==> config.mk <==
export PLATFORM = sky130hd
export DESIGN_NAME = instr_mem_loader_flat
export DESIGN_NICKNAME = d
export VERILOG_FILES = /design/src/rtl/instr_mem_loader_pkg.sv /design/src/rtl/instr_mem_loader_if.sv /design/src/rtl/instr_mem_loader_isa_check.sv /design/src/rtl/instr_mem_loader.sv /design/src/flat_wrapper.sv
export SDC_FILE = /design/constraint.sdc
export NUM_CORES = 1
export LEC_CHECK = 0
export CORE_MARGIN = 2
export CORE_UTILIZATION = 59
export CTS_BUF_LIST = sky130_fd_sc_hd__clkbuf_8
export DETAILED_ROUTE_END_ITERATION = 6
export PLACE_DENSITY = 0.93
export SKIP_CTS_REPAIR_TIMING = 1
export SYNTH_ARGS = -nofsm -noshare
export SYNTH_HDL_FRONTEND = slang
export SYNTH_SLANG_ARGS = --single-unit
==> constraint.sdc <==
create_clock -name clk_i -period 4.3 [get_ports clk_i]
set_input_delay 0.86 -clock clk_i [delete_from_list [all_inputs] [get_ports clk_i]]
set_output_delay 0.86 -clock clk_i [all_outputs]
set_load 0.01 [all_outputs]
==> src/rtl/instr_mem_loader_pkg.sv <==
// Shared ISA constants and loader types for the instruction-memory loader.
// Opcodes are stored bit-inverted relative to classic MIPS encodings.
package instr_mem_loader_pkg;

    localparam int unsigned WORD_W = 32;
    localparam int unsigned BYTE_W = 8;
    localparam int unsigned OP_W   = 6;

    localparam logic [OP_W-1:0] OP_RTYPE = 6'b111111;
    localparam logic [OP_W-1:0] OP_ADDI  = 6'b110111;
    localparam logic [OP_W-1:0] OP_BEQ   = 6'b111011;
    localparam logic [OP_W-1:0] OP_ORI   = 6'b110010;
    localparam logic [OP_W-1:0] OP_LUI   = 6'b110000;

    localparam logic [OP_W-1:0] FUNC_ADD  = 6'b010010;
    localparam logic [OP_W-1:0] FUNC_SUB  = 6'b010000;
    localparam logic [OP_W-1:0] FUNC_AND  = 6'b010100;
    localparam logic [OP_W-1:0] FUNC_OR   = 6'b010110;
    localparam logic [OP_W-1:0] FUNC_SLT  = 6'b100000;
    localparam logic [OP_W-1:0] FUNC_SLLV = 6'b000110;
    localparam logic [OP_W-1:0] FUNC_SLL  = 6'b000000;
    localparam logic [OP_W-1:0] FUNC_SRLV = 6'b000100;
    localparam logic [OP_W-1:0] FUNC_SRL  = 6'b000010;
    localparam logic [OP_W-1:0] FUNC_NOR  = 6'b010101;

    typedef enum logic [1:0] {
        ST_IDLE  = 2'd0,
        ST_RECV  = 2'd1,
        ST_WRITE = 2'd2,
        ST_DONE  = 2'd3
    } ld_state_e;

    typedef enum logic [1:0] {
        ERR_OK       = 2'b00,
        ERR_OPCODE   = 2'b01,
        ERR_FUNCT    = 2'b10,
        ERR_OVERFLOW = 2'b11
    } ld_err_e;

    function automatic logic [OP_W-1:0] opcode_of(input logic [WORD_W-1:0] w);
        return w[WORD_W-1 -: OP_W];
    endfunction

    function automatic logic [OP_W-1:0] funct_of(input logic [WORD_W-1:0] w);
        return w[OP_W-1:0];
    endfunction

endpackage

==> src/rtl/instr_mem_loader_if.sv <==
// Byte-stream input and IM write port of the loader, bundled as one bus.
interface instr_mem_loader_if
    import instr_mem_loader_pkg::*;
#(
    parameter int unsigned ADDR_W = 8
);
    logic [BYTE_W-1:0] byte_i;
    logic              byte_valid_i;
    logic              byte_ready_o;
    logic              im_we_o;
    logic [ADDR_W-1:0] im_addr_o;
    logic [WORD_W-1:0] im_data_o;

    modport slave (
        input  byte_i, byte_valid_i,
        output byte_ready_o, im_we_o, im_addr_o, im_data_o
    );

    modport master (
        output byte_i, byte_valid_i,
        input  byte_ready_o, im_we_o, im_addr_o, im_data_o
    );
endinterface

==> src/rtl/instr_mem_loader_isa_check.sv <==
// Combinational legality check of one instruction word: opcode set and R-type funct set.
module isa_legal_check
    import instr_mem_loader_pkg::*;
(
    input  logic [WORD_W-1:0] word_i,
    output logic              op_ok_c_o,
    output logic              funct_ok_c_o
);

    always_comb begin
        op_ok_c_o    = 1'b0;
        funct_ok_c_o = 1'b0;
        case (opcode_of(word_i))
            OP_RTYPE, OP_ADDI, OP_BEQ, OP_ORI, OP_LUI: op_ok_c_o = 1'b1;
            default: ;
        endcase
        case (funct_of(word_i))
            FUNC_ADD, FUNC_SUB, FUNC_AND, FUNC_OR, FUNC_SLT,
            FUNC_SLLV, FUNC_SLL, FUNC_SRLV, FUNC_SRL, FUNC_NOR: funct_ok_c_o = 1'b1;
            default: ;
        endcase
    end

endmodule

==> src/rtl/instr_mem_loader.sv <==
// Packs a byte stream into 32-bit words, writes them to the IM and
// releases the CPU from reset once a legal, terminated program is stored.
module instr_mem_loader
    import instr_mem_loader_pkg::*;
#(
    parameter int unsigned ADDR_W = 8
)(
    input  logic              clk_i,
    input  logic              rst_i,
    input  logic              start_i,
    instr_mem_loader_if.slave bus,
    output logic              cpu_rst_n_o,
    output logic              busy_o,
    output logic              done_o,
    output logic [1:0]        err_o,
    output logic [ADDR_W:0]   word_cnt_o
);

    localparam logic [ADDR_W-1:0] ADDR_LAST = '1;

    ld_state_e         state_q;
    ld_err_e           err_q;
    logic [WORD_W-1:0] acc_q;
    logic [WORD_W-1:0] acc_d;
    logic [1:0]        idx_q;
    logic [ADDR_W-1:0] addr_q;
    logic [ADDR_W-1:0] im_addr_q;
    logic [WORD_W-1:0] im_data_q;
    logic [ADDR_W:0]   cnt_q;
    logic              ready_q;
    logic              we_q;
    logic              cpu_rst_n_q;
    logic              busy_q;
    logic              done_q;

    logic              take_c;
    logic              op_ok_c;
    logic              funct_ok_c;
    logic              wr_stop_c;
    ld_err_e           wr_err_c;

    assign acc_d  = {acc_q[WORD_W-BYTE_W-1:0], bus.byte_i};
    assign take_c = bus.byte_valid_i & ready_q;

    isa_legal_check u_isa_chk (
        .word_i       (acc_q),
        .op_ok_c_o    (op_ok_c),
        .funct_ok_c_o (funct_ok_c)
    );

    // Outcome of the word being written; order encodes check priority.
    always_comb begin
        wr_stop_c = 1'b1;
        wr_err_c  = ERR_OK;
        if (acc_q == '0) begin
            wr_err_c = ERR_OK;
        end else if (!op_ok_c) begin
            wr_err_c = ERR_OPCODE;
        end else if ((opcode_of(acc_q) == OP_RTYPE) && !funct_ok_c) begin
            wr_err_c = ERR_FUNCT;
        end else if (addr_q == ADDR_LAST) begin
            wr_err_c = ERR_OVERFLOW;
        end else begin
            wr_stop_c = 1'b0;
        end
    end

    always_ff @(posedge clk_i) begin
        if (rst_i) begin
            state_q     <= ST_IDLE;
            err_q       <= ERR_OK;
            acc_q       <= '0;
            idx_q       <= '0;
            addr_q      <= '0;
            im_addr_q   <= '0;
            im_data_q   <= '0;
            cnt_q       <= '0;
            ready_q     <= 1'b0;
            we_q        <= 1'b0;
            cpu_rst_n_q <= 1'b0;
            busy_q      <= 1'b0;
            done_q      <= 1'b0;
        end else begin
            we_q <= 1'b0;
            case (state_q)
                ST_IDLE, ST_DONE: begin
                    if (start_i) begin
                        state_q     <= ST_RECV;
                        ready_q     <= 1'b1;
                        busy_q      <= 1'b1;
                        done_q      <= 1'b0;
                        cpu_rst_n_q <= 1'b0;
                        addr_q      <= '0;
                        idx_q       <= '0;
                        cnt_q       <= '0;
                        err_q       <= ERR_OK;
                    end
                end
                ST_RECV: begin
                    if (take_c) begin
                        acc_q <= acc_d;
                        idx_q <= idx_q + 2'd1;
                        if (idx_q == 2'd3) begin
                            state_q   <= ST_WRITE;
                            ready_q   <= 1'b0;
                            we_q      <= 1'b1;
                            im_addr_q <= addr_q;
                            im_data_q <= acc_d;
                            cnt_q     <= cnt_q + (ADDR_W+1)'(1);
                        end
                    end
                end
                ST_WRITE: begin
                    if (wr_stop_c) begin
                        state_q     <= ST_DONE;
                        err_q       <= wr_err_c;
                        busy_q      <= 1'b0;
                        done_q      <= 1'b1;
                        cpu_rst_n_q <= (wr_err_c == ERR_OK);
                    end else begin
                        state_q <= ST_RECV;
                        addr_q  <= addr_q + ADDR_W'(1);
                        ready_q <= 1'b1;
                    end
                end
                default: state_q <= ST_IDLE;
            endcase
        end
    end

    assign bus.byte_ready_o = ready_q;
    assign bus.im_we_o      = we_q;
    assign bus.im_addr_o    = im_addr_q;
    assign bus.im_data_o    = im_data_q;
    assign cpu_rst_n_o      = cpu_rst_n_q;
    assign busy_o           = busy_q;
    assign done_o           = done_q;
    assign err_o            = err_q;
    assign word_cnt_o       = cnt_q;

endmodule

==> src/flat_wrapper.sv <==
// flat-port wrapper written by rule: the top's interface ports become plain ports
module instr_mem_loader_flat import instr_mem_loader_pkg::*;
#(
    parameter int unsigned ADDR_W = 8
)
  (clk_i, rst_i, start_i, cpu_rst_n_o, busy_o, done_o, err_o, word_cnt_o, bus_byte_i, bus_byte_valid_i, bus_byte_ready_o, bus_im_we_o, bus_im_addr_o, bus_im_data_o);
  instr_mem_loader_if #(.ADDR_W(ADDR_W)) bus_i ();
  input  logic clk_i;
  input  logic rst_i;
  input  logic start_i;
  output logic cpu_rst_n_o;
  output logic busy_o;
  output logic done_o;
  output logic [1:0] err_o;
  output logic [ADDR_W:0] word_cnt_o;
  input wire logic [$bits(bus_i.byte_i)-1:0] bus_byte_i;
  input wire logic [$bits(bus_i.byte_valid_i)-1:0] bus_byte_valid_i;
  output wire logic [$bits(bus_i.byte_ready_o)-1:0] bus_byte_ready_o;
  output wire logic [$bits(bus_i.im_we_o)-1:0] bus_im_we_o;
  output wire logic [$bits(bus_i.im_addr_o)-1:0] bus_im_addr_o;
  output wire logic [$bits(bus_i.im_data_o)-1:0] bus_im_data_o;
  assign bus_i.byte_i = bus_byte_i;
  assign bus_i.byte_valid_i = bus_byte_valid_i;
  assign bus_byte_ready_o = bus_i.byte_ready_o;
  assign bus_im_we_o = bus_i.im_we_o;
  assign bus_im_addr_o = bus_i.im_addr_o;
  assign bus_im_data_o = bus_i.im_data_o;
  instr_mem_loader #(.ADDR_W(ADDR_W)) u_core (.clk_i(clk_i), .rst_i(rst_i), .start_i(start_i), .bus(bus_i), .cpu_rst_n_o(cpu_rst_n_o), .busy_o(busy_o), .done_o(done_o), .err_o(err_o), .word_cnt_o(word_cnt_o));
endmodule
; ---- Yosys cells after proc, flatten, opt, wreduce, memory -nomap -nowiden
; Cells that the tools add are included.
[classes]
n_shift = 0
order_cmp = 0
muxes = 40
add_sub_neg = 3
div = 0
n_reduce_logical = 20
n_eq_ne = 24
multipliers = 0
bitwise = 3
[ops]
columns = op, count
row1 = 6-bit equality test (second input constant), 6
row2 = 32-bit logical NOT, 1
row3 = 6-bit by 5-bit equality test with 1-bit output (second input constant), 5
row4 = 9-bit two-way mux, 3
row5 = 2-bit two-way mux, 11
row6 = 9-bit case mux with 2 select lines, 1
row7 = 8-bit two-way mux, 2
row8 = 8-bit case mux with 2 select lines, 1
row9 = 1-bit two-way mux, 15
row10 = 3-bit AND reduction, 5
row11 = 6-bit by 3-bit equality test with 1-bit output (second input constant), 2
row12 = 10-bit OR reduction, 1
row13 = 9-bit by 1-bit adder with 9-bit output (second input constant), 1
row14 = 8-bit by 1-bit adder with 8-bit output (second input constant), 1
row15 = 8-bit equality test (second input constant), 1
row16 = 2-bit case mux with 2 select lines, 2
row17 = 4-bit AND reduction, 2
row18 = 2-bit equality test (second input constant), 3
row19 = 6-bit by 2-bit equality test with 1-bit output (second input constant), 1
row20 = 6-bit logical NOT, 1
row21 = 2-bit by 1-bit inequality test with 1-bit output (second input constant), 3
row22 = 1-bit case mux with 2 select lines, 3
row23 = 2-bit case mux with 3 select lines, 1
row24 = 5-bit OR reduction, 1
row25 = 13 further kinds, 17
[word_totals]
word_cells = 103
output_inout_bits = 56
mem_count = 0
ramBits = 0
rom_bits = 0
inputBits = 12
regBits = 100
latchBits = 0

; ---- Logic depth before layout (Yosys ltp)
; Gate-level depths: netlist of the first run.
[depth]
depth_word = 11
mapped_depth = 9
mapped_depth_nobuf = 8

; ---- By module
; From an unflattened synthesis of the first run, not the netlist that was laid out.
[hier_totals]
cells_unflattened = 515
hier_area_um2 = 4121.5
[modules_own_cells]
columns = module, seq_area_each_um2, cells_each, n_inst, area_each_um2
row1 = instr_mem_loader, 2001.9, 507, 1, 4067.7
row2 = isa_legal_check, 0.0, 8, 1, 53.8

; ---- Worst setup path after synthesis of the first run
; OpenSTA, ideal clock, no wires.
[synth_path]
path_type = flip-flop to flip-flop
start = register u_core.acc_q[5]
end = register u_core.addr_q[3]
synth_period_minus_slack_ns = 2.044
stages_incl_launch_ff = 8
setup_slack_ns = 2.256
n_path_buf = 1
arrival_ns = 1.957
setup_time_ns = 0.086
t_required_ns = 4.214
path_cell_list = dfxtp_1 -> a2111o_1 -> a31oi_4 -> o21ai_2 -> nand2b_4 -> buf_6 -> or3_4 -> a221oi_2
[synth_between]
elab_chain_len = 10
word_cells_on_any_way = 20
cone_classes = eq/ne: 10 / mux: 4 / reduce/logical: 6
[synth_lines]
columns = item, line_no
row1 = "start, declared", instr_mem_loader.sv:23  ; logic [WORD_W-1:0] acc_q;
row2 = "start signal, assigned", instr_mem_loader.sv:72  ; acc_q <= '0;
row3 = "start signal, assigned", instr_mem_loader.sv:101  ; acc_q <= acc_d;
row4 = "6-bit by 5-bit equality test with 1-bit output, or another cell as far along", instr_mem_loader_isa_check.sv:17  ; case (funct_of(word_i))
row5 = 10-bit OR reduction, instr_mem_loader_isa_check.sv:17
row6 = 1-bit two-way mux, instr_mem_loader_isa_check.sv:17
row7 = 1-bit logical NOT, instr_mem_loader.sv:59  ; end else if ((opcode_of(acc_q) == OP_RTYPE) && !funct_ok_c) begin
row8 = 1-bit logical AND, instr_mem_loader.sv:59
row9 = 1-bit two-way mux, instr_mem_loader.sv:59
row10 = 1-bit two-way mux, instr_mem_loader.sv:57  ; end else if (!op_ok_c) begin
row11 = 1-bit two-way mux *, instr_mem_loader.sv:55  ; if (acc_q == '0) begin
row12 = 2-bit inequality test (no source line) *, n/a
row13 = 3-bit AND reduction (no source line) *, n/a
row14 = "end signal, assigned", instr_mem_loader.sv:122  ; addr_q <= addr_q + ADDR_W'(1);
row15 = "end, declared", instr_mem_loader.sv:26  ; logic [ADDR_W-1:0] addr_q;
; Every way passes the cells marked *; elsewhere a longest branch is shown, timed or not.
; A chain may end at the register's enable or synchronous reset.

; ---- Worst setup path in the final report of the first run
[layout_path]
start = input port bus_byte_valid_i
end = register u_core.cnt_q[1], in the netlist u_core.word_cnt_o[1]
[layout_between]
elab_chain_len = 3
[layout_lines]
columns = item, line_no
row1 = "start, declared", flat_wrapper.sv:17  ; input wire logic [$bits(bus_i.byte_valid_i)-1:0] bus_byte_valid_i;
row2 = 1-bit bitwise AND, instr_mem_loader.sv:43  ; assign take_c = bus.byte_valid_i & ready_q;
row3 = 2-bit by 1-bit inequality test with 1-bit output (no source line), n/a
row4 = 4-bit AND reduction (no source line), n/a
row5 = "end signal, assigned", instr_mem_loader.sv:109  ; cnt_q <= cnt_q + (ADDR_W+1)'(1);
row6 = "end, declared", instr_mem_loader.sv:29  ; logic [ADDR_W:0] cnt_q;
; Every way passes these cells.

==> metrics.md, run 1 <==
| Metric | Value |
|---|---|
| Outcome | complete, no violations |
| Final count of pins violating max slew | 0 |
| Final core utilization | 73.0% |
| Number of max-cap violations | 0 |
| Width of the die | 86.8 um |
| # H-tree levels | 3 |
| Area growth, synth to finish | 21.3% |
| Port bufs | 67 |
| Initial DRC Count | 398 |
| Min Clock Period, post-route | 2.93 ns |
| CTS tree | yes |
| Hold_sp | u_core.bus.im_data_o[25] |
| Internal power | 1250 uW |
| Clk_skew | 0.0130 ns |
| Worst Path Required | 4.50 ns |
| First drt pass iteration count | 5 |
| Top FF cell, synth | dfxtp_1 |
| HPWL after DPL | 6540 um |
| Total number of vias | 3735 |
| Routed Antenna Nets | 0 |
| Core Area | 6720 um2 |
| CTS root buffer | clkbuf_8 |
| Largest net degree at the start of global routing | 56 |
| Flop-to-flop setup slack | 1.67 ns |
| Worst hold path type | reg2reg |
| Commonest non-fill, non-tap cell in the layout | nand2_1 |
| Congestion Overflow GR | 0 |
| Leak Pwr | 0.00165 uW |
| Routed len/inst | 15.3 um |
| Critical R2R Launch | u_core.state_q[1] |
| RSZ-0062 raised after global routing | no |
| WS Path Type | in2reg |
| Worst Setup Start Kind | input pin |
| Dominant cells by area after synthesis | dfxtp_1 (50%), nand2_1 (15%), a21oi_1 (10%), clkbuf_1 (2.5%), nor2_1 (2.5%) |
| Reg power frac | 55.5% |
| Gr usage total | 26.5% |
| Syn. warnings | 0 |
| R2r endpoint | u_core.word_cnt_o[1] |
| Distinct cells, synth | 51 |
| Starting Density | 60.2% |
| Routability cong. | 0.858 |
| Syn Area/Cell | 8.02 um2 |
| Most frequent cells in the layout | nand2_1 (159), dfxtp_1 (100), a21oi_1 (84), clkdlybuf4s50_1 (66), nor2_1 (27) |
| XOR/XNOR Fraction of Synth Area | 1.73% |
| Clock Latency Late Sink | 0.37 ns |
| Initial antenna violation count | 0 |
| Switching part of the total | 27.8% |
| Cell accounting for the most synthesized area | dfxtp_1 |
| Final-report setup violation count | 0 |
| Antenna Cells | 0 |
| Reg clk slew, reported paths | 0.10 ns |
| Clk sinks | 100 |
| Final wirelength | 9830 um |
| Synth Area in Simple Gates | 25.6% |
| Seq cells post-synth | 100 |
| Post-Syn Nets | 522 |
| Inserted Clock Buffers | 9 |
| Fin nets | 575 |
| DRC violations left | 0 |
| Post-synth ARST share | 0% |
| Fmax achieved | 341 MHz |
| Die area | 7530 um2 |
| Worst-Margin Slew | 0.960 ns |
| Mux contribution to synthesized area | 1.05% |
| Setup TNS | 0 ns |
| Global-route wire length before repair | 16000 um |
| Number of synthesized flops with an enable pin | 0 |
| IO Count | 68 |
| Pwr Density | 353 nW/um2 |
| WP data arrival | 3.14 ns |
| Switching power | 481 uW |
| Period utilisation layout | 68.2% |
| Critical Path Sink Type | flip-flop |
| Clock Path Buffers | 2 |
| CP Max Fanout | 33 |
| Slew HR | 36.0% |
| Peak VDD IR | 0.384 mV |
| Compound-Gate Fraction of Synth Area | 16.8% |
| Synth Cell Area | 4040 um2 |
| R2R depth | 8 |
| Vias per cell | 5.82 |
| Clock share of power | 32.8% |
| Final Hold Fails | 0 |
| Main combinational cell family by area after synthesis | simple AND/OR/NAND/NOR gates |
| Post-Syn Instances | 504 |
| Worst Hold End | u_core.bus.im_data_o[25] |
| Share of layout cells above drive strength 1 | 6.23% |
| Die Ht | 86.8 um |
| Sequential area share after synthesis | 49.5% |
| Std-Cell Rows | 30 |
| Adder-cell share of the synthesized area | 1.86% |
| Hold path depth | 2 |
| Vias in the first global route | 3504 |
| Area share of the largest cell type after synthesis | 49.5% |
| Comb power frac | 11.7% |
Yosys cell counts, types with 4 or more instances:
| cell | count |
|---|---|
| a21oi_1 | 84 |
| clkbuf_1 | 27 |
| dfxtp_1 | 100 |
| ha_1 | 6 |
| inv_1 | 4 |
| nand2_1 | 159 |
| nand3_1 | 9 |
| nor2_1 | 27 |
| nor3_1 | 9 |
| nor4_1 | 6 |
| o21ai_0 | 7 |
| xor2_1 | 5 |
cell families after synthesis:
kind of cell	Yosys count
multiplexers	4
buffers and inverters	34
AND/OR/NAND/NOR	237
AO/OA/AOI/OAI	115
flip-flops	100
adder cells (fa/ha/maj)	6
XOR/XNOR	8
cell type report:
| type | count | area [um2] |
|---|---|---|
| Clock buffer | 10 | 138 |
| Clock inverter | 6 | 46.3 |
| Fill cell | 512 | 1820 |
| Inverter | 4 | 15.0 |
| Multi-Input combinational cell | 370 | 1900 |
| Sequential cell | 100 | 2000 |
| Tap cell | 80 | 100 |
| Timing Repair Buffer | 72 | 703 |
flip-flops by register name, summed over array words and instances (netlist names):
signal                   flops
u_core.busy_o                1
u_core.done_o                1
u_core.err_o                 2
u_core.bus.im_we_o           1
u_core.bus.byte_ready_o      1
u_core.word_cnt_o            9
u_core.state_q               2
u_core.addr_q                8
u_core.bus.im_addr_o         8
u_core.cpu_rst_n_o           1
u_core.bus.im_data_o        32
u_core.idx_q                 2
u_core.acc_q                32
per-stage QoR:
stage / area [um2] / setup slack [ns] / instances / power, uW / hold slack [ns]
6_report: 4900 / 1.37 / 642 / 1730 / 0.459
2_1_floorplan: 4040 / 2.26 / 504 / 1110 / 0.436
3_5_place_dp: 4720 / 1.09 / 626 / 1180 / 0.449
3_3_place_gp: 4720 / 1.17 / 626 / 1170 / 0.444
4_1_cts: 4900 / 1.43 / 642 / 1730 / 0.464
5_1_grt: 4900 / 1.24 / 642 / 1790 / 0.477
worst max-delay path by stage:
stage                           startpoint                       end  slack (ns)  depth (start not counted)
after floorplan            u_core.acc_q[5]          u_core.addr_q[3]        2.26                          7
after global placement    bus_byte_valid_i  u_core.bus.im_data_o[13]        1.17                          7
after detailed placement  bus_byte_valid_i  u_core.bus.im_data_o[14]        1.09                          7
after global routing      bus_byte_valid_i      u_core.word_cnt_o[1]        1.24                          7
after CTS                 bus_byte_valid_i      u_core.word_cnt_o[1]        1.43                          7
final                     bus_byte_valid_i      u_core.word_cnt_o[1]        1.37                          7
power groups by stage:
| stage | sequential [uW] | combinational, uW | clock (uW) |
|---|---|---|---|
| 6_report | 962 | 202 | 568 |
| 5_1_grt | 966 | 217 | 609 |
| 4_1_cts | 962 | 197 | 572 |
| 3_5_place_dp | 983 | 194 | 0 |
| 3_3_place_gp | 982 | 186 | 0 |
| 2_1_floorplan | 983 | 130 | 0 |
routing by layer:
layer  routed length (um)  up-vias  GRT usage [%]
met5                    0        -              0
met4                  143        0           8.81
met3                  498       14           4.57
met2                 4870      153           43.8
met1                 4320     1758           35.2
li1                     -     1810              -
worst max-delay path, stage by stage:
cell and delay (ns):
clkdlybuf4s50_1 0.53, and3_1 0.17, buf_4 0.31, and2_1 0.69, o21ai_0 0.24, a22oi_1 0.25
nor2_1 0.08
No activity file was read; power rests on OpenSTA's default activity.
==> run 2, diff against run 1 <==
Settings changed: CORE_UTILIZATION 59 to 55, PLACE_DENSITY 0.93 to 0.88.
Clock period 4.3 ns to 2.8 ns, I/O delays scaled along.
==> metrics.md, run 2 (synthesis gave the netlist of run 1 again) <==
| Metric | Value |
|---|---|
| Fin nets | 577 (+0.35%) |
| Antenna Cells | 0 (unchanged) |
| Final-report setup violation count | 0 (unchanged) |
| Inserted Clock Buffers | 9 (unchanged) |
| Worst Path Required | 3.07 ns (-1.43 ns) |
| RSZ-0062 raised after global routing | no |
| HPWL after DPL | 6460 um (-1.3%) |
| Worst hold path type | reg2reg |
| Peak VDD IR | 0.263 mV (-32%) |
| Std-Cell Rows | 31 (+3.3%) |
| WP data arrival | 2.42 ns (-0.72 ns) |
| Routed len/inst | 14.3 um (-6.5%) |
| Flop-to-flop setup slack | 0.65 ns (-1.02 ns) |
| Gr usage total | 23.7% (-2.8 points) |
| WS Path Type | reg2reg |
| Vias in the first global route | 3450 (-1.5%) |
| Min Clock Period, post-route | 2.15 ns |
| Fmax achieved | 465 MHz |
| Reg clk slew, reported paths | 0.10 ns (about the same) |
| Total number of vias | 3692 (-1.2%) |
| Final Hold Slack | 0.459 ns (-0.000654 ns) |
| First drt pass iteration count | 7 (+2) |
| Clk sinks | 100 (unchanged) |
| Pwr Density | 528 nW/um2 (+49%) |
| Area growth, synth to finish | 22.3% |
| Final instance area | 4940 um2 (+0.84%) |
| Commonest non-fill, non-tap cell in the layout | nand2_1 |
| # H-tree levels | 3 (unchanged) |
| Worst-Margin Slew | 0.902 ns (-0.0584 ns) |
| Global-route wire length before repair | 15900 um (-0.64%) |
| DRC violations left | 0 (unchanged) |
| Die Ht | 89.7 um (+3.4%) |
| Final wirelength | 9490 um (-3.5%) |
| Most frequent cells in the layout | nand2_1 (159), dfxtp_1 (100), a21oi_1 (84), clkdlybuf4s50_1 (66), nor2_1 (27) |
| Clock Path Buffers | 2 (unchanged) |
| Largest net degree at the start of global routing | 51 (-8.9%) |
| Congestion Overflow GR | 0 (unchanged) |
| Routed Antenna Nets | 0 (unchanged) |
| Clock Latency Late Sink | 0.37 ns (about the same) |
| IO Count | 68 (unchanged) |
| DP Area | 4770 um2 (+1.1%) |
| Worst Setup Start Kind | flip-flop |
| Clk_skew | 0.0145 ns (+0.00149 ns) |
| Register Area | 2000 um2 (unchanged) |
| CTS root buffer | clkbuf_8 |
| Leak Pwr | 0.00165 uW (+0.10%) |
| Initial antenna violation count | 0 (unchanged) |
| Starting Density | 56.4% (-3.8 points) |
| Die area | 8050 um2 (+6.9%) |
| Routability cong. | 0.935 (+9.0%) |
| Period utilisation layout | 76.8% |
| Final Hold Fails | 0 (unchanged) |
| Width of the die | 89.7 um (+3.4%) |
| Critical Path Sink Type | flip-flop |
| Share of layout cells above drive strength 1 | 6.56% (+0.33 points) |
| Area of the multi-input gates | 1900 um2 (unchanged) |
| Vias per cell | 5.57 (-4.3%) |
| CP Max Fanout | 7 (-79%) |
| CTS tree | yes |
| Final count of pins violating max slew | 0 (unchanged) |
| Port bufs | 67 (unchanged) |
| Number of max-cap violations | 0 (unchanged) |
| Slew HR | 39.9% (+3.9 points) |
| Core Area | 7180 um2 (+6.8%) |
| FILL cells | 580 (+13%) |
| Outcome | complete, no violations |
| Initial DRC Count | 334 (-16%) |
| Setup TNS | 0 ns (unchanged) |
==> run 2: cell types whose count changed in the layout (fill, tap and decap cells not counted) <==
cell        change
buf_4           +1
clkbuf_8        -1
inv_8           -1
buf_12          +1
clkinvlp_4      +2
==> run 2: area by class of cell <==
cell class	count	area share (%)
flip-flops and latches	100	40.5
multi-input cells	370	38.4
repair buffers	74	14.8
clock buffers	9	2.51
well taps	99	2.51
clock inverters	7	1.01
inverters	4	0.304
==> run 2: path summary, 6_finish.rpt <==
check                                 from                        to  cells past startpoint
hold / removal    u_core.bus.im_data_o[21]  u_core.bus.im_data_o[21]                      2
setup reg to reg           u_core.acc_q[5]          u_core.addr_q[1]                      6
hold reg to reg   u_core.bus.im_data_o[21]  u_core.bus.im_data_o[21]                      2
setup / recovery           u_core.acc_q[5]          u_core.addr_q[1]                      6
==> run 2: power breakdown <==
| group | leakage (uW) | switching, uW | internal [uW] |
|---|---|---|---|
| clock | 0.0000874 | 508 | 326 |
| sequential | 0.000807 | 27.0 | 1450 |
| combinational | 0.000758 | 181 | 119 |
==> run 2: stage by stage <==
stage          setup WS (ns)  util [%]  instances  total power, uW
2_1_floorplan          0.756         -        504             1710
3_3_place_gp           0.670      66.5        647             1800
3_5_place_dp           0.608      66.5        647             1810
4_1_cts                0.660      68.9        663             2630
5_1_grt                0.571      68.9        663             2730
6_report               0.649      68.9        663             2610
==> run 2: critical path: stages (launching register included) <==
cell and delay [ns]:
dfxtp_1 0.38, a2111o_1 0.47, a31oi_4 0.24, o21ai_2 0.10
o21ai_0 0.42, a21boi_0 0.20, o21ba_2 0.24
==> run 2: per-layer routing <==
metal	vias up	part of all wire [%]	wire length, um	GRT usage (%)
met5	-	0	0	0
met4	0	1.7	161	7.31
met3	23	6.5	615	5.70
met2	141	47	4500	38.6
met1	1712	44	4220	31.5
li1	1816	-	-	-
==> run 3, diff against run 2 <==
Clock period 2.8 ns to 2.3 ns, I/O delays scaled along.
==> metrics.md, run 3 (synthesis gave the netlist of run 1 again) <==
| Metric | Value |
|---|---|
| Clk sinks | 100 (unchanged) |
| Delay of the slowest critical-path stage | 0.52 ns (+0.05 ns) |
| Placed Cells | 649 (+0.31%) |
| First drt pass iteration count | 5 (-2) |
| Clock Path Buffers | 2 (unchanged) |
| Min Clock Period, post-route | 2.11 ns (-0.0398 ns) |
| Cell Chain, Critical Path | a2111o_1 -> a31oi_4 -> o21ai_2 -> nand2b_4 -> or4_1 -> a31oi_1 |
| Post-route insts no fill | 665 (+0.30%) |
| CTS tree | yes |
| Final count of pins violating max slew | 0 (unchanged) |
| Fin nets | 579 (+0.35%) |
| CP Max Fanout | 9 (+2) |
| Share of layout cells above drive strength 1 | 6.89% (+0.33 points) |
| Starting Density | 56.4% (unchanged) |
| Leak Pwr | 0.00167 uW (+1.1%) |
| WP data arrival | 2.40 ns (-0.02 ns) |
| Final Hold Fails | 0 (unchanged) |
| Peak VDD IR | 0.522 mV (+98%) |
| RSZ-0062 raised after global routing | no |
| Routed len/inst | 14.2 um (-0.78%) |
| Most frequent cells in the layout | nand2_1 (159), dfxtp_1 (100), a21oi_1 (84), clkdlybuf4s50_1 (66), nor2_1 (27) |
| Initial DRC Count | 273 (-18%) |
| Area growth, synth to finish | 23.3% |
| Routed Antenna Nets | 0 (unchanged) |
| # H-tree levels | 3 (unchanged) |
| Slew HR | 59.5% (+20 points) |
| CP delay by family, top | compound AO/OA/AOI/OAI gates |
| Clock Latency Late Sink | 0.36 ns (about the same) |
| Worst-Margin Slew | 0.608 ns (-0.294 ns) |
| Total number of vias | 3745 (+1.4%) |
| DRC violations left | 0 (unchanged) |
| Final-report setup violation count | 0 (unchanged) |
| FILL cells | 573 (-1.2%) |
| Post-place setup slack | 0.216 ns (-0.391 ns) |
| Setup TNS | 0 ns (unchanged) |
| Inserted Clock Buffers | 9 (unchanged) |
| Pwr Density | 665 nW/um2 (+26%) |
| Die Ht | 89.7 um (unchanged) |
| Number of max-cap violations | 0 (unchanged) |
| Commonest non-fill, non-tap cell in the layout | nand2_1 |
| IO Count | 68 (unchanged) |
| Worst Setup Start Kind | flip-flop |
| Final instance area | 4990 um2 (+0.84%) |
| HPWL after DPL | 6530 um (+1.1%) |
| Final WS setup | 0.189 ns (-0.460 ns) |
| Initial antenna violation count | 0 (unchanged) |
| Die area | 8050 um2 (unchanged) |
| Reg clk slew, reported paths | 0.10 ns (about the same) |
| Final wirelength | 9450 um (-0.48%) |
| CTS root buffer | clkbuf_8 |
| WS Path Type | reg2reg |
| Antenna Cells | 0 (unchanged) |
| Width of the die | 89.7 um (unchanged) |
| Vias in the first global route | 3352 (-2.8%) |
| Final Hold Slack | 0.458 ns (-0.000518 ns) |
| Congestion Overflow GR | 0 (unchanged) |
| Core Area | 7180 um2 (unchanged) |
| DP Area | 4790 um2 (+0.31%) |
| Std-Cell Rows | 31 (unchanged) |
| Worst Path Required | 2.59 ns (-0.48 ns) |
| Port bufs | 67 (unchanged) |
| Fmax achieved | 474 MHz (+1.9%) |
| Slowest-stage cell, CP | or4_1 |
| Routability cong. | 0.920 (-1.6%) |
| Outcome | complete, no violations |
| Period utilisation layout | 91.8% (+15 points) |
| Critical Path Sink Type | flip-flop |
| Clk_skew | 0.0112 ns (-0.00336 ns) |
| Global-route wire length before repair | 15600 um (-1.7%) |
| Bufs and invs on worst path | 0 (unchanged) |
| Worst hold path type | reg2reg |
| Vias per cell | 5.63 (+1.1%) |
| Largest net degree at the start of global routing | 62 (+22%) |
| Gr usage total | 23.2% (-0.48 points) |
-- run 3: cell type report --
cell class | count | area (um2) | area share (%)
Tap cell | 99 | 124 | 2.48
Multi-Input combinational cell | 370 | 1900 | 38.1
Sequential cell | 100 | 2000 | 40.2
Inverter | 4 | 15.0 | 0.301
Timing Repair Buffer | 76 | 746 | 15.0
Clock inverter | 7 | 76.3 | 1.53
Clock buffer | 9 | 124 | 2.48
-- run 3: final timing paths --
path,start,end,slack (ns),cells after the start
setup / recovery,u_core.acc_q[5],u_core.addr_q[4],0.19,6
hold / removal,u_core.bus.im_data_o[18],u_core.bus.im_data_o[18],0.46,2
setup reg to reg,u_core.acc_q[5],u_core.addr_q[4],0.19,6
hold reg to reg,u_core.bus.im_data_o[18],u_core.bus.im_data_o[18],0.46,2
-- run 3: stage by stage --
stage | power (uW) | util, %
after floorplan | 2080 | -
after global placement | 2200 | 66.7
after detailed placement | 2220 | 66.7
after CTS | 3330 | 69.5
after global routing | 3450 | 69.5
final | 3320 | 69.5
-- run 3: power by group --
group	switching [uW]	internal, uW
registers	35.4	1770
logic	226	154
clock network	624	510
total	886	2430
-- run 3: per-layer routing --
layer / global-route usage (%) / vias up / wire length [um]
li1: - / 1811 / -
met1: 31.5 / 1782 / 4240
met2: 36.7 / 136 / 4500
met3: 4.95 / 16 / 532
met4: 8.97 / 0 / 175
met5: 0 / - / 0
-- run 3: tightest hold or removal path: stages (launching register included) --
cell	delay, ns
dfxtp_1	0.32
nand2_1	0.05
a21oi_1	0.05
